===== config.mk =====
export PLATFORM = sky130hd
export DESIGN_NAME = input_line_buffer
export DESIGN_NICKNAME = d
export VERILOG_FILES = /design/src/rtl/input_line_buffer.sv
export SDC_FILE = /design/constraint.sdc
export NUM_CORES = 1
export LEC_CHECK = 0
export BUFFER_PORTS_ARGS = -buffer_cell sky130_fd_sc_hd__buf_2
export CAP_MARGIN = 20
export CORE_ASPECT_RATIO = 0.7
export CORE_MARGIN = 3
export CORE_UTILIZATION = 30
export CTS_BUF_LIST = sky130_fd_sc_hd__clkbuf_8 sky130_fd_sc_hd__clkbuf_16
export CTS_CLUSTER_SIZE = 25
export DETAILED_ROUTE_END_ITERATION = 10
export GPL_TIMING_DRIVEN = 0
export PLACE_DENSITY_LB_ADDON = 0.3
export SYNTH_ARGS = -nofsm -noshare
export SYNTH_HDL_FRONTEND = slang
export SYNTH_SLANG_ARGS = --single-unit

===== constraint.sdc =====
create_clock -name clk -period 5.3 [get_ports clk]
set_input_delay 1.325 -clock clk [delete_from_list [all_inputs] [get_ports clk]]
set_output_delay 1.325 -clock clk [all_outputs]
set_load 0.02 [all_outputs]

===== src/rtl/input_line_buffer.sv =====
// input_line_buffer: collects DATA_W-bit characters, one per rising edge of
// `received`, into a DEPTH-entry shift buffer (newest entry in the low lane).
// A TERM_CODE character commits the line, which is held until line_ack.
// OVF_MODE selects the full-buffer policy: 0 drops the new character,
// 1 shifts it in and loses the oldest entry.
// DATA_W must be at least 8 so that the 8-bit control codes fit.
// Optional feature macro: BACKSPACE_EN (BS_CODE removes the newest entry).
module input_line_buffer #(
  parameter int unsigned         DATA_W    = 8,
  parameter int unsigned         DEPTH     = 15,
  parameter logic [DATA_W-1:0]   TERM_CODE = 'h0D,
  parameter logic [DATA_W-1:0]   BS_CODE   = 'h08,
  parameter int unsigned         OVF_MODE  = 0
) (
  input  logic                             clk,
  input  logic                             rst,
  input  logic [DATA_W-1:0]                data_in,
  input  logic                             received,
  input  logic                             line_ack,
  input  logic                             clear,
  output logic [DATA_W*DEPTH-1:0]          in_q,
  output logic [DATA_W-1:0]                last_data,
  output logic [$clog2(DEPTH+1)-1:0]       count,
  output logic                             full,
  output logic                             line_valid,
  output logic                             overflow
);

  localparam int unsigned QW    = DATA_W * DEPTH;
  localparam int unsigned CNT_W = $clog2(DEPTH + 1);

`ifdef BACKSPACE_EN
  localparam bit BS_EN = 1'b1;
`else
  localparam bit BS_EN = 1'b0;
`endif

  typedef enum logic {COLLECT = 1'b0, HOLD = 1'b1} state_t;

  state_t     state;
  logic       last_rec;
  logic       evt;
  logic       is_term;
  logic       is_bs;
  logic [QW-1:0] shifted_in;

  assign evt        = received & ~last_rec;
  assign is_term    = (data_in == TERM_CODE);
  assign is_bs      = BS_EN && (data_in == BS_CODE);
  assign shifted_in = (in_q << DATA_W) | QW'(data_in);

  assign last_data  = in_q[DATA_W-1:0];
  assign full       = (count == CNT_W'(DEPTH));

  // Strobe history; tracks received through reset and clear so a held strobe never fires
  always_ff @(posedge clk) begin
    last_rec <= received;
  end

  // Line collection FSM with buffer, fill count, commit flag and discard pulse
  always_ff @(posedge clk) begin
    if (rst || clear) begin
      state      <= COLLECT;
      in_q       <= '0;
      count      <= '0;
      line_valid <= 1'b0;
      overflow   <= 1'b0;
    end else begin
      overflow <= 1'b0;
      case (state)
        HOLD: begin
          if (line_ack) begin
            // Release the line; a coincident event is dropped silently
            in_q       <= '0;
            count      <= '0;
            line_valid <= 1'b0;
            state      <= COLLECT;
          end else if (evt) begin
            overflow <= 1'b1;
          end
        end
        default: begin
          if (evt) begin
            if (is_term) begin
              line_valid <= 1'b1;
              state      <= HOLD;
            end else if (is_bs) begin
              if (count != '0) begin
                in_q  <= in_q >> DATA_W;
                count <= count - CNT_W'(1);
              end
            end else if (count < CNT_W'(DEPTH)) begin
              in_q  <= shifted_in;
              count <= count + CNT_W'(1);
            end else begin
              overflow <= 1'b1;
              if (OVF_MODE == 1) begin
                in_q <= shifted_in;
              end
            end
          end
        end
      endcase
    end
  end

endmodule


# Word-level counts from Yosys, hierarchy flattened
# Index checks and enable logic that the tools add are counted.
# word_totals
input_bits,13
register_bits,128
# op_classes
bitwise,3
n_lt_le_gt_ge,1
n_addsub,1
n_mux,24
n_reduce_logical,6
n_eq_ne,4
# ops
cell,n
120-bit two-way mux,5
120-bit by 8-bit bitwise OR with 120-bit output,1
4-bit two-way mux,5
1-bit two-way mux,14
8-bit by 4-bit == test with 1-bit output (second input constant),1
2-bit nonzero test,3
4-bit by 1-bit adder with 4-bit output (second input constant),1
4-bit == test (second input constant),1
4-bit < comparator (second input constant),1
2-bit != test (second input constant),2
4-bit AND reduction,1
3-bit AND reduction,1
1-bit bitwise AND,1
1-bit logical OR,1
1-bit inverter,1

# Depth between registers and ports, before layout
# depth
depth_word,5
ltp_mapped,9
ltp_nobuf,6

# Least setup slack after synthesis
# No wires, ideal clock.
# synth_timing
kind,input -> register
start,input received
end,register in_q[15]
arrival_ns,2.573
required_time_ns,5.168
setup_slack_ns,2.595
path_stages,7
setup_time_ns,0.132
cell_sequence,or3b_1 a211o_1 buf_2 buf_4 buf_2 nand3_1 a21oi_1
# synth_between
elab_chain_len,3
# synth_rtl
item,line_no,source
"start, declared",18,"input logic received,"
1-bit bitwise AND,47,assign evt = received & ~last_rec;
2-bit nonzero test (no source line),--,
4-bit AND reduction (no source line),--,
"end signal, assigned",89,in_q <= in_q >> DATA_W;
"end signal, assigned",93,in_q <= shifted_in;
"end signal, assigned",98,in_q <= shifted_in;
"end, declared",21,"output logic [DATA_W*DEPTH-1:0] in_q,"
# No other way between the ends.
# A chain may end at the register's enable or synchronous reset.

# Worst setup path after layout
# layout_timing
start,input clear
end,register in_q[37]
# layout_between
elab_chain_len,1
# layout_rtl
item,line_no,source
"start, declared",20,"input logic clear,"
1-bit logical OR,62,if (rst || clear) begin
# No other way between the ends.

==> results.yml <==
yosys:
  synth_top_cell_by_area: "dfxtp_1"
  synth_compound_gate_area_share_pct: 14.1
  synthesis.area_um2: 4790
  synth_top_area_share_pct: 53.5
  synthAdderAreaFrac_pct: 0.261
  synth_simple_gate_area_share_pct: 25.2
  ys_top_cells_by_area: "dfxtp_1, nand3_1, a21oi_1, nand2_1, buf_4"
  synthXorXnorAreaFrac_pct: 0
  syn_area_per_cell_um2: 8.14
  yosysSeqAreaShare_pct: 53.5
  synth_fp_nets: 603
  synth_warnings: 0
  synth_top_family_by_area: "simple AND/OR/NAND/NOR gates"
  syn_inst: 589
  synth.distinct_cells: 27
  synth.mux.area_fraction_pct: 0.209
  yosys_register_bits: 128
detailed_routing:
  drtAntennaViolNets: 0
  drc_errors: 0
  routed_wl_um: 15300
  avgViaCountPerCell: 5.01
  drt_iter0_drc: 376
  drtPass1Iterations: 5
  wl_per_cell_um: 15.9
  via_count: 4820
layout:
  nNetsFinal: 769
  final_cell_mix: "buf_2, dfxtp_1, nand3_1, nand2_1, a21oi_1"
  syn_to_final_growth_pct: 33.1
  final_area_um2: 6380
  nFillCells: 1602
  multi_input_area_um2: 1910
  ff_latch_area_um2: 2560
  drive_above_1_share_pct: 27.5
  final_common_cell: "buf_2"
  diodes: 0
  stdcell_count: 963
sta:
  tightest_slew_ns: 0.608
  hold_viol_final: 0
  period_share_pct: 52.6
  layout_min_cycle_time_ns: 2.79
  totalNegativeSetupSlack_ns: 0
  setup_violations: 0
  relSlewSlack_pct: 59.4
  finClkSkew_ns: 0.00854
  fmax_mhz: 359
  rsz0062_at_grt: "no"
  maxSlewViolCount: 0
  setup_ws_ns: 2.51
power:
  leakagePower_nw: 2.55
  powerDensity_nw_per_um2: 352
  peakVddDrop_mv: 0.175
  power_mw: 2.25
die:
  io_pins: 148
  die_area_um2: 17600
  die_h_um: 112
  start_util_pct: 31.7
  std_cell_rows: 37
  core_area_um2: 15100
  die_w_um: 157
worst_setup_path:
  end_kind: "flip-flop"
  cp-startpoint: "clear"
  start_kind: "input port"
  endpoint: "in_q[37]$_SDFFE_PP0P_"
  path_common_cell: "clkbuf_1"
  critPathBufInv: 4
  path_class: "in2reg"
  path_cells: "buf_2, or2_2, clkbuf_1, clkbuf_1, clkbuf_1, a21oi_1"
  reg2reg_depth: 6
  crit_path_top_delay_cell: "clkbuf_1"
  crit_cells: 6
  worst_r2r_endpoint: "in_q[42]$_SDFFE_PP0P_"
  path_max_fanout: 10
  crit_path_max_incr_delay_ns: 0.54
  rr_startpoint: "state$_SDFF_PP0_"
  path_delay_family: "buffers and inverters"
  cp_data_required_time_ns: 5.57
  cp.arrival_ns: 3.06
  rrSetupSlack_ns: 3.22
cts:
  clk_latency_ns: 0.41
  ctsRootBufferMaster: "clkbuf_16"
  clkTransAtPathRegs_ns: 0.06
  postCtsSetupBuffers: 0
  cts.sinks: 128
  ctsHoldBuffers: 0
  clockBufferDepth: 2
  cts_resized: 0
  cts_tree: "done"
  htree_levels: 4
  numCtsBuffers: 17
placed_design:
  dpl_worst_slack_ns: 2.07
  port_buffers: 147
  dpl.cell_count: 931
  dp_hpwl_um: 11100
  globalplace.congestion: 0.793
  placed_area_um2: 5770
global_route:
  grtUsageTotal_pct: 17.1
  grt_pass1_vias: 4384
  overflow: 0
  antenna_found_initial: 0
  grt_max_degree: 17
  grt_pass1_wl_um: 24000
status:
  outcome: "completed"
worst_hold_path:
  hp-class: "reg2reg"
job:
  cap_viol_max_count: 0
==> registers in the layout, indices dropped and copies added (netlist names) <==
register and cells:
count 4, state 1, overflow 1, line_valid 1, in_q 120, last_rec 1
==> per-stage QoR <==
stage          hold slack [ns]  utilization, %
3_5_place_dp             0.412            38.1
4_1_cts                  0.429            42.1
5_1_grt                  0.445            42.1
6_report                 0.428            42.1
2_1_floorplan            0.393               -
3_3_place_gp             0.416            38.1
==> power by group <==
part	leakage (nW)	internal (mW)	switching, mW
Sequential	1.03	0.965	0.00241
Combinational	1.22	0.0230	0.0626
Clock	0.297	0.751	0.442
==> worst register-to-register path, delay by kind of cell, from the launching register on <==
kind | cells | cell delay, ns
AND/OR/NAND/NOR | 2 | 0.55
AO/OA/AOI/OAI | 2 | 0.61
buffers and inverters | 2 | 0.50
flip-flops | 1 | 0.35
==> synthesized netlist by cell type (all sizes together) <==
master	instances
dfxtp	128
nand3	126
a21oi	125
nand2	125
buf	33
clkbuf	29
nor2	3
inv	2
nand4	2
nor4b	2
or2	2
a211o	1
a211oi	1
a31oi	1
and2	1
and4bb	1
ha	1
mux2i	1
nand2b	1
nor4	1
o31a	1
o31ai	1
or3b	1
==> layout make-up <==
cell class,instances,area share [%]
Clock buffer,18,6.88
Multi-Input combinational cell,397,29.9
Tap cell,195,3.82
Clock inverter,14,2.63
Inverter,2,0.118
Buffer,62,4.98
Timing Repair Buffer,147,11.5
Sequential cell,128,40.2
==> logic make-up (layout without fill, tap and decap cells) <==
kind of cell    Yosys count  after routing
buf+inv                  64            243
simple gates            265            265
mux                       1              1
compound gates          130            130
fa+ha+maj                 1              1
flops                   128            128
==> metal layers <==
metal | routed length [um] | part of all wire [%] | GRT usage [%] | up-vias
met5 | 0 | 0 | 0 | -
met4 | 109 | 0.71 | 5.03 | 0
met3 | 1040 | 6.8 | 4.16 | 8
met2 | 6250 | 41 | 23.7 | 171
met1 | 7940 | 52 | 26.0 | 2287
li1 | - | - | - | 2354
==> worst min-delay path by stage <==
| stage | startpoint | end | slack [ns] | depth (start not counted) |
|---|---|---|---|---|
| after floorplan | last_rec$_DFF_P_ | overflow$_SDFF_PP0_ | 0.39 | 1 |
| after global placement | last_rec$_DFF_P_ | overflow$_SDFF_PP0_ | 0.42 | 1 |
| after detailed placement | last_rec$_DFF_P_ | overflow$_SDFF_PP0_ | 0.41 | 1 |
| after CTS | last_rec$_DFF_P_ | overflow$_SDFF_PP0_ | 0.43 | 1 |
| after global routing | last_rec$_DFF_P_ | overflow$_SDFF_PP0_ | 0.45 | 1 |
| final | last_rec$_DFF_P_ | overflow$_SDFF_PP0_ | 0.43 | 1 |
No activity file was read; power rests on OpenSTA's default activity.
